**src/rtl/core_bus_pkg.sv**
```systemverilog
// Shared types for the core bus arbiter: FSM states, grant encoding and
// the bus request record presented to the memory slave.
package core_bus_pkg;

    localparam int BUS_AW = 32;
    localparam int BUS_DW = 32;

    typedef enum logic [1:0] {
        IDLE,
        WAIT,
        RESP
    } arb_state_t;

    typedef enum logic [1:0] {
        GNT_NONE,
        GNT_FETCH,
        GNT_LSU,
        GNT_DBG
    } grant_t;

    typedef struct packed {
        logic                  we;
        logic [BUS_AW-1:0]     addr;
        logic [BUS_DW/8-1:0]   byte_en;
        logic [BUS_DW-1:0]     wdata;
    } bus_req_t;

endpackage

```
**src/rtl/core_bus_prio_sel.sv**
```systemverilog
// Combinational winner selection: debug > LSU > fetch, except that a
// starved fetch request overrides everything.
module core_bus_prio_sel
    import core_bus_pkg::*;
(
    input  logic   fetch_req,
    input  logic   lsu_req,
    input  logic   dbg_req,
    input  logic   starved,
    output grant_t grant
);

    always_comb begin
        grant = GNT_NONE;
        if (starved && fetch_req) begin
            grant = GNT_FETCH;
        end else if (dbg_req) begin
            grant = GNT_DBG;
        end else if (lsu_req) begin
            grant = GNT_LSU;
        end else if (fetch_req) begin
            grant = GNT_FETCH;
        end
    end

endmodule

```
**src/rtl/core_bus_arbiter.sv**
```systemverilog
// Shares the single memory bus between fetch, LSU and debug with one
// outstanding transaction, a fetch starvation guard and a bus timeout.
module core_bus_arbiter
    import core_bus_pkg::*;
#(
    parameter int AW           = 32,
    parameter int DW           = 32,
    parameter int STARVE_LIMIT = 4,
    parameter int TIMEOUT      = 255
) (
    input  logic            i_clk,
    input  logic            i_rst,
    input  logic            i_clk_en,
    output logic            o_stall,

    input  logic            i_fetch_read,
    input  logic [AW-1:0]   i_fetch_addr,
    output logic [DW-1:0]   o_fetch_data,
    output logic            o_fetch_ack,

    input  logic            i_lsu_req,
    input  logic            i_lsu_we,
    input  logic [AW-1:0]   i_lsu_addr,
    input  logic [DW/8-1:0] i_lsu_byte_en,
    input  logic [DW-1:0]   i_lsu_wdata,
    output logic [DW-1:0]   o_lsu_rdata,
    output logic            o_lsu_ack,

    input  logic            i_dbg_req,
    input  logic            i_dbg_we,
    input  logic [AW-1:0]   i_dbg_addr,
    input  logic [DW/8-1:0] i_dbg_byte_en,
    input  logic [DW-1:0]   i_dbg_wdata,
    output logic [DW-1:0]   o_dbg_rdata,
    output logic            o_dbg_ack,

    output logic            o_bus_err,

    output logic            o_mem_req,
    output logic            o_mem_we,
    output logic [AW-1:0]   o_mem_addr,
    output logic [DW/8-1:0] o_mem_byte_en,
    output logic [DW-1:0]   o_mem_wdata,
    input  logic            i_mem_ack,
    input  logic [DW-1:0]   i_mem_rdata
);

    localparam int SW = $clog2(STARVE_LIMIT + 1);
    localparam int TW = $clog2(TIMEOUT + 1);
    localparam logic [SW-1:0] STARVE_MAX = SW'(STARVE_LIMIT);
    localparam logic [TW-1:0] TO_LAST    = TW'(TIMEOUT - 1);

    arb_state_t    state;
    grant_t        gnt_q;
    grant_t        sel_grant;
    logic [SW-1:0] starve_cnt;
    logic [TW-1:0] timeout_cnt;
    logic          fetch_ack_q;
    logic          lsu_ack_q;
    logic          dbg_ack_q;
    logic          bus_err_q;
    logic          any_req;
    logic          finish;
    logic [DW-1:0] resp_data;

    assign any_req   = i_fetch_read | i_lsu_req | i_dbg_req;
    assign o_stall   = (state != IDLE) | any_req;
    assign finish    = i_mem_ack || (timeout_cnt == TO_LAST);
    assign resp_data = i_mem_ack ? i_mem_rdata : '0;

    // Pulses are only visible in enabled cycles so a frozen RESP never looks like a second ack.
    assign o_fetch_ack = fetch_ack_q & i_clk_en;
    assign o_lsu_ack   = lsu_ack_q & i_clk_en;
    assign o_dbg_ack   = dbg_ack_q & i_clk_en;
    assign o_bus_err   = bus_err_q & i_clk_en;

    core_bus_prio_sel u_prio_sel (
        .fetch_req (i_fetch_read),
        .lsu_req   (i_lsu_req),
        .dbg_req   (i_dbg_req),
        .starved   (starve_cnt == STARVE_MAX),
        .grant     (sel_grant)
    );

    always_ff @(posedge i_clk or posedge i_rst) begin
        if (i_rst) begin
            state         <= IDLE;
            gnt_q         <= GNT_NONE;
            starve_cnt    <= '0;
            timeout_cnt   <= '0;
            fetch_ack_q   <= 1'b0;
            lsu_ack_q     <= 1'b0;
            dbg_ack_q     <= 1'b0;
            bus_err_q     <= 1'b0;
            o_fetch_data  <= '0;
            o_lsu_rdata   <= '0;
            o_dbg_rdata   <= '0;
            o_mem_req     <= 1'b0;
            o_mem_we      <= 1'b0;
            o_mem_addr    <= '0;
            o_mem_byte_en <= '0;
            o_mem_wdata   <= '0;
        end else if (i_clk_en) begin
            fetch_ack_q <= 1'b0;
            lsu_ack_q   <= 1'b0;
            dbg_ack_q   <= 1'b0;
            bus_err_q   <= 1'b0;
            case (state)
                IDLE: begin
                    timeout_cnt <= '0;
                    if (!i_fetch_read || sel_grant == GNT_FETCH) begin
                        starve_cnt <= '0;
                    end else if (starve_cnt != STARVE_MAX) begin
                        starve_cnt <= starve_cnt + SW'(1);
                    end
                    if (sel_grant != GNT_NONE) begin
                        gnt_q     <= sel_grant;
                        state     <= WAIT;
                        o_mem_req <= 1'b1;
                        case (sel_grant)
                            GNT_DBG: begin
                                o_mem_we      <= i_dbg_we;
                                o_mem_addr    <= i_dbg_addr;
                                o_mem_byte_en <= i_dbg_we ? i_dbg_byte_en : '1;
                                o_mem_wdata   <= i_dbg_wdata;
                            end
                            GNT_LSU: begin
                                o_mem_we      <= i_lsu_we;
                                o_mem_addr    <= i_lsu_addr;
                                o_mem_byte_en <= i_lsu_we ? i_lsu_byte_en : '1;
                                o_mem_wdata   <= i_lsu_wdata;
                            end
                            default: begin
                                o_mem_we      <= 1'b0;
                                o_mem_addr    <= i_fetch_addr;
                                o_mem_byte_en <= '1;
                                o_mem_wdata   <= '0;
                            end
                        endcase
                    end
                end
                WAIT: begin
                    // A real ack wins over a simultaneous timeout.
                    if (finish) begin
                        o_mem_req <= 1'b0;
                        bus_err_q <= !i_mem_ack;
                        state     <= RESP;
                        case (gnt_q)
                            GNT_FETCH: begin
                                fetch_ack_q  <= 1'b1;
                                o_fetch_data <= resp_data;
                            end
                            GNT_LSU: begin
                                lsu_ack_q   <= 1'b1;
                                o_lsu_rdata <= resp_data;
                            end
                            GNT_DBG: begin
                                dbg_ack_q   <= 1'b1;
                                o_dbg_rdata <= resp_data;
                            end
                            default: begin
                            end
                        endcase
                    end else begin
                        timeout_cnt <= timeout_cnt + TW'(1);
                    end
                end
                RESP: begin
                    state <= IDLE;
                end
                default: begin
                    state <= IDLE;
                end
            endcase
        end
    end

endmodule

```
**config.mk**
```make
export PLATFORM = sky130hd
export DESIGN_NAME = core_bus_arbiter
export DESIGN_NICKNAME = d
export VERILOG_FILES = /design/src/rtl/core_bus_pkg.sv /design/src/rtl/core_bus_prio_sel.sv /design/src/rtl/core_bus_arbiter.sv
export SDC_FILE = /design/constraint.sdc
export NUM_CORES = 1
export LEC_CHECK = 0
export CELL_PAD_IN_SITES_DETAIL_PLACEMENT = 0
export CELL_PAD_IN_SITES_GLOBAL_PLACEMENT = 1
export CORE_ASPECT_RATIO = 1.4
export CORE_MARGIN = 2
export CORE_UTILIZATION = 30
export CTS_CLUSTER_SIZE = 10
export DETAILED_ROUTE_END_ITERATION = 10
export MAX_ROUTING_LAYER = met4
export PLACE_DENSITY = 0.82
export REMOVE_ABC_BUFFERS = 1
export SLEW_MARGIN = 20
export SYNTH_ARGS = -nofsm -noshare
export SYNTH_HDL_FRONTEND = slang
export SYNTH_SLANG_ARGS = --single-unit
export TNS_END_PERCENT = 1
```
**constraint.sdc**
```tcl
create_clock -name i_clk -period 8.7 [get_ports i_clk]
set_clock_uncertainty 0.15 [all_clocks]
set_input_delay 1.74 -clock i_clk [delete_from_list [all_inputs] [get_ports i_clk]]
set_output_delay 1.74 -clock i_clk [all_outputs]
set_load 0.02 [all_outputs]
```
==> key figures, run 1 <==
Global route
  – Total track usage: between 10% and 20%
  – Initial antenna violation count: 0
  – First-pass GRT wire length: roughly 40000 µm
  – Grt ovf: 0
  – Largest net degree at the start of global routing: about 110
  – Vias in the first global route: 7021

Power
  – Leak Pwr: ~5.1 nW
  – Pwr dens: roughly 340 nW/µm²
  – Max IR drop VDD: around 180 µV

Timing
  – RSZ-0062 raised after global routing: false
  – Hold Vio Cnt, Final: 0
  – Setup TNS Final: 0 ps
  – Slew @ Worst Pin: just over 900 ps
  – Fin. max-slew vios: 0
  – Final Critical Period: 5431 ps
  – # setup viols final: 0
  – Fmax: 0.1841 GHz
  – Relative slew slack: about two fifths
  – Final period utilization: 62.43%

Synth
  – Distinct cells, synth: 54
  – Post-synthesis cell count: around 650
  – Post-synthesis sequential area ratio: 60.55%
  – Number of synthesized register bits: 185
  – Main combinational cell family by area after synthesis: compound AO/OA/AOI/OAI gates
  – Synth warnings: 0
  – Synth Flop Type: dfrtp_1
  – Asr flop ratio synth: between 90% and 100%
  – XOR/XNOR Fraction of Synth Area: 0%
  – Yosys top cell area share: 60.55%
  – Synth Area in Compound Gates: approximately 25%
  – EDFF count, synth: 0
  – Mux share of post-synthesis cell area: 0.2782%
  – Synth Cell Area: ~7600 µm²
  – Area contributors post-synth: dfrtp_1, a22o_1, a222oi_1, nor2_1, a221oi_1
  – Post-synth top area cell: dfrtp_1
  – Post-synthesis simple-gate area fraction: under 10%
  – Synth Area in Adders: less than 1%
  – Post-Syn Area per Cell: around 12 µm²

Final layout
  – Most frequent cells in the layout: clkdlybuf4s50_1, dfrtp_1, a22o_1, nor2_1, nand2_1
  – Most common cell after layout, fill and taps aside: clkdlybuf4s50_1
  – Antenna diodes: 0
  – FILL cells: 2308
  – Final non-filler cell total: 1338
  – Final #Nets: around 1200
  – Area growth, synth to finish: 60.24%
  – Layout cells sized above 1: between 6 and 7%

Critical path
  – Critical path's largest stage delay: between 500 and 600 ps
  – Most used cell, CP: clkdlybuf4s50_1
  – CP top delay family: buffers and inverters
  – Worst Setup End Kind: output pin
  – CP bufs+invs: 2
  – Max FO, Critical Path: 6
  – Max stage delay cell, worst path: clkdlybuf4s50_1
  – Worst path arrival time: 3540 ps
  – CP startpoint kind: input pin
  – Critical path class: in2out
  – Crit-path cells: clkdlybuf4s50_1, or2_2, or4_1, clkdlybuf4s50_1
  – CP required: about 7000 ps

Route
  – Post-DRT Antenna Nets: 0
  – Via count of the routed design: 6914
  – Post-Route WL: 25770 µm
  – Drt initial violations: 449
  – DR WL/cell: between 15 and 20 µm
  – Pre-antenna DRT Iters: 8
  – # DRC: 0
  – Vias per cell: around 5.2

Floorplanning
  – Std-Cell Rows: 69
  – Die H: between 150 and 200 µm
  – IO Pins: 380
  – Die Footprint: ~27000 µm²
  – Starting Density: a little under a third
  – Core area: around 25000 µm²
  – Die X-Extent: between 100 and 150 µm

Placement
  – Placed cells: roughly 1300
  – IO Port Bufs: 379
  – Post-DP HPWL: roughly 19000 µm
  – Gpl congestion: between 0.8 and 0.9

Worst hold path
  – Hold Path Class: reg2reg

CTS
  – Hold buffer count at CTS: 0
  – Max Root-Sink Buffers: 2
  – Clock latency on the worst-skew pair: about 420 ps
  – CTS tree: done
  – H-Tree Depth: 4
  – Worst-path clk slew: 80 ps
  – Num CTS Buffers: 17
  – # Post-CTS Setup Buffers: 0
  – CTS Root Cell: clkbuf_16
  – Post-cts resize count: 0
  – Num Clock Sinks: around 190

Status
  – Status: finished, final reports clean

Flow run
  – Max cap viols: 0
metrics by stage:
stage          setup slack (ps)  util, %  instance area [µm²]  hold slack [ps]  total power [W]
3_5_place_dp               3276    46.26                11660            318.9         0.003459
6_report                   3269    48.60                12250            329.3         0.004210
5_1_grt                    3210    48.60                12250            355.1         0.004456
3_3_place_gp               3292    46.26                11660            309.3         0.003431
4_1_cts                    3263    48.58                12250            336.5         0.004259
2_1_floorplan              1781        -                 7345            322.7         0.002400
state kept, by name (all words and copies together) (netlist names):
signal         cells
o_mem_byte_en      4
timeout_cnt        8
o_lsu_rdata       32
state              2
o_mem_addr        32
o_mem_we           1
gnt_q              2
o_fetch_data      32
fetch_ack_q        1
bus_err_q          1
lsu_ack_q          1
o_dbg_rdata       32
o_mem_req          1
o_mem_wdata       32
dbg_ack_q          1
starve_cnt         3
cells by family (layout without fill, tap and decap cells):
family | count (synthesis) | in the layout
compound gates | 230 | 230
flops | 185 | 185
simple gates | 162 | 162
buf+inv | 70 | 436
fa+ha+maj | 4 | 4
mux | 2 | 2
final timing paths:
check / startpoint / end / slack, ps / depth (start not counted)
max in group asynchronous: i_rst / o_mem_wdata[25] / 5250 / 3
worst max-delay path: i_dbg_req / o_stall / 3270 / 4
worst min-delay path: o_mem_addr[29] / o_mem_addr[29] / 330 / 2
worst max register to register: starve_cnt[0] / o_mem_addr[20] / 6350 / 7
worst min register to register: o_mem_addr[29] / o_mem_addr[29] / 330 / 2
min in group asynchronous: i_rst / o_lsu_rdata[11] / 1710 / 2
cell type report:
cell class              count  area [µm²]  area share, %
flip-flops and latches    185        4629          37.79
repair buffers            392        3891          31.76
multi-input cells         398        2694          21.99
clock buffers              20       456.7          3.728
well taps                 319       399.1          3.258
clock inverters            12       128.9          1.052
inverters                  12       52.55         0.4289
where the power goes:
group | internal, W | switching [W] | total, W
Combinational | 0.000964 | 0.00101 | 0.00197
Clock | 0.000421 | 0.000360 | 0.000781
Sequential | 0.00123 | 0.000225 | 0.00146
per-layer routing:
layer  part of all wire, %  vias up  track usage [%]  routed length, µm
met2                    50      323            33.27              12990
met1                    40     3366            23.22              10380
li1                      -     3189                -                  -
met4                   2.5        0            7.420                646
met3                   6.8       36            4.591               1761
met5                     0        -                -                  0
cells in the mapped netlist (all sizes together), types with 2 or more instances:
master,number
clkbuf,33
a41oi,2
a21oi,5
nand4b,2
or4,2
nor2,75
ha,4
dfrtp,185
buf,25
o211ai,3
nand4,6
and3,2
a22o,96
o21ai,45
nand2,46
a222oi,32
o31ai,3
inv,12
and2,7
nand3,8
or3,4
o32ai,3
a221oi,32
worst register-to-register path, delay by kind of cell (launching register included):
family,cells,cell delay [ps]
buf+inv,2,380
fa+ha+maj,1,170
simple gates,2,470
flops,1,410
compound gates,2,640
No activity file was read; power rests on OpenSTA's default activity.
==> inputs of run 2 (changes only) <==
- CORE_UTILIZATION: 30 -> 27
- PLACE_DENSITY: 0.82 -> 0.78
- clock period: 8.7 -> 4.64 ns (I/O delays scaled with it)
==> run 2 against run 1 <==
Against the previous run: combinational power up 88%; design area up 1.6%; cell count up 4.1%; largest power group unchanged; highest routed layer unchanged.
==> key figures, run 2 (synthesized netlist as in run 1, its figures left out) <==
Global route
  – First-pass GRT wire length: 41460 µm (+3.9%)
  – Total track usage: 18.43% (-1.3 points)
  – Grt ovf: 0 (unchanged)
  – Initial antenna violation count: 0 (unchanged)
  – Vias in the first global route: 7069 (+0.68%)
  – Largest net degree at the start of global routing: 66 (-42%)

Status
  – Status: finished, final reports clean

Critical path
  – Worst path arrival time: 2730 ps (-810 ps)
  – CP top delay family: buffers and inverters
  – Max FO, Critical Path: 6 (unchanged)
  – CP startpoint kind: input pin
  – R2R setup slack: 2320 ps (-4030 ps)
  – CP bufs+invs: 2 (unchanged)
  – Critical path's largest stage delay: 550 ps (about the same)
  – CP required: 3560 ps (-3250 ps)
  – Most used cell, CP: clkdlybuf4s50_1
  – Worst Setup End Kind: output pin
  – Critical path class: in2out
  – Max stage delay cell, worst path: clkdlybuf4s50_1
  – Crit-path cells: clkdlybuf4s50_1, or2_2, or4_1, clkdlybuf4s50_1

Final layout
  – Fin util: 44.87% (-3.7 points)
  – Most frequent cells in the layout: clkdlybuf4s50_1, dfrtp_1, a22o_1, nor2_1, nand2_1
  – Layout cells sized above 1: 6.549% (+0.46 points)
  – Antenna diodes: 0 (unchanged)
  – Most common cell after layout, fill and taps aside: clkdlybuf4s50_1
  – Area growth, synth to finish: 62.84%
  – Final Instance Area: 12450 µm² (+1.6%)
  – Final #Nets: 1223 (+0.33%)

Placement
  – Post-DP HPWL: 19060 µm (+2.4%)
  – IO Port Bufs: 379 (unchanged)
  – Placed cell area: 11810 µm² (+1.3%)
  – Gpl congestion: 0.7877 (-2.9%)

Route
  – # DRC: 0 (unchanged)
  – Via count of the routed design: 6958 (+0.64%)
  – Drt initial violations: 386 (-14%)
  – DR WL/cell: 19.04 µm (-1.2%)
  – Post-DRT Antenna Nets: 0 (unchanged)
  – Vias per cell: 4.995 (-3.3%)
  – Pre-antenna DRT Iters: 5 (-3)
  – Post-Route WL: 26520 µm (+2.9%)

CTS
  – H-Tree Depth: 4 (unchanged)
  – CTS Root Cell: clkbuf_16
  – Hold buffer count at CTS: 0 (unchanged)
  – Post-cts resize count: 0 (unchanged)
  – Clock latency on the worst-skew pair: 430 ps (about the same)
  – Worst-path clk slew: 80 ps (about the same)
  – CTS tree: done
  – Num CTS Buffers: 17 (unchanged)
  – Max Root-Sink Buffers: 2 (unchanged)
  – # Post-CTS Setup Buffers: 0 (unchanged)
  – Num Clock Sinks: 185 (unchanged)

Timing
  – Final period utilization: between 80% and 90%
  – Hold Worst Slack: 331.7 ps (+2.452 ps)
  – RSZ-0062 raised after global routing: false
  – Slew @ Worst Pin: 793.0 ps (-134.4 ps)
  – # setup viols final: 0 (unchanged)
  – Fin. max-slew vios: 0 (unchanged)
  – Relative slew slack: 46.93% (+8.8 points)
  – Final Critical Period: around 3800 ps
  – Fmax: between 0.2 and 0.3 GHz
  – Hold Vio Cnt, Final: 0 (unchanged)

Floorplanning
  – Core area: 27750 µm² (+10%)
  – Starting Density: 27.56% (-2.8 points)
  – Die X-Extent: 146.2 µm (+5.3%)
  – Die Footprint: 29700 µm² (+11%)
  – Std-Cell Rows: 72 (+4.3%)
  – Die H: 203.1 µm (+5.3%)
  – IO Pins: 380 (unchanged)

Power
  – Leak Pwr: 5.196 nW (+1.1%)
  – Pwr dens: 644.2 nW/µm² (+87%)
  – Max IR drop VDD: 220.1 µV (+21%)

Worst hold path
  – Hold Path Class: reg2reg

Flow run
  – Max cap viols: 0 (unchanged)
[run 2: path summary, 6_finish.rpt]
check                              start               to  depth (start not counted)
max                            i_dbg_req          o_stall                          4
min                        o_mem_addr[5]    o_mem_addr[5]                          2
max reg2reg                starve_cnt[0]   o_mem_wdata[6]                          7
min reg2reg                o_mem_addr[5]    o_mem_addr[5]                          2
max in group asynchronous          i_rst   o_dbg_rdata[2]                          3
min in group asynchronous          i_rst  o_lsu_rdata[20]                          2
[run 2: area by class of cell]
type	count	area [µm²]
fill	2651	15300
clock inverter	15	217.7
timing repair buffer	396	3971
clock buffer	17	425.4
sequential	185	4629
tap	370	462.9
multi-input combinational	398	2694
inverter	12	50.05
[run 2: report_power, final]
| group | switching [W] | internal, W | leakage [nW] |
|---|---|---|---|
| logic | 0.00188 | 0.00183 | 2.58 |
| registers | 0.000422 | 0.00231 | 2.31 |
| clock network | 0.000738 | 0.000841 | 0.311 |
| total | 0.00304 | 0.00498 | 5.20 |
[run 2: through the flow]
step           TNS [ps]  setup WS (ps)  power [W]  std cells
3_5_place_dp          0          824.0   0.006495       1361
3_3_place_gp          0          856.9   0.006449       1361
2_1_floorplan   -293540          -1467   0.004500        595
6_report              0          829.9   0.008020       1393
4_1_cts               0          819.8   0.008110       1393
5_1_grt               0          766.9   0.008469       1393
[run 2: metal layers]
layer  part of all wire, %  routed length, µm  vias to the layer above  GRT usage (%)
li1                      -                  -                     3201              -
met1                    39              10430                     3390          21.44
met2                    52              13720                      331          31.70
met3                   6.6               1739                       36          4.247
met4                   2.4                633                        0          5.721
met5                     0                  0                        -              -
[run 2: tightest hold or removal path, delay by kind of cell (launching register included)]
| kind | cells | cell delay [ps] |
|---|---|---|
| simple gates | 1 | 40 |
| compound gates | 1 | 60 |
| flops | 1 | 340 |
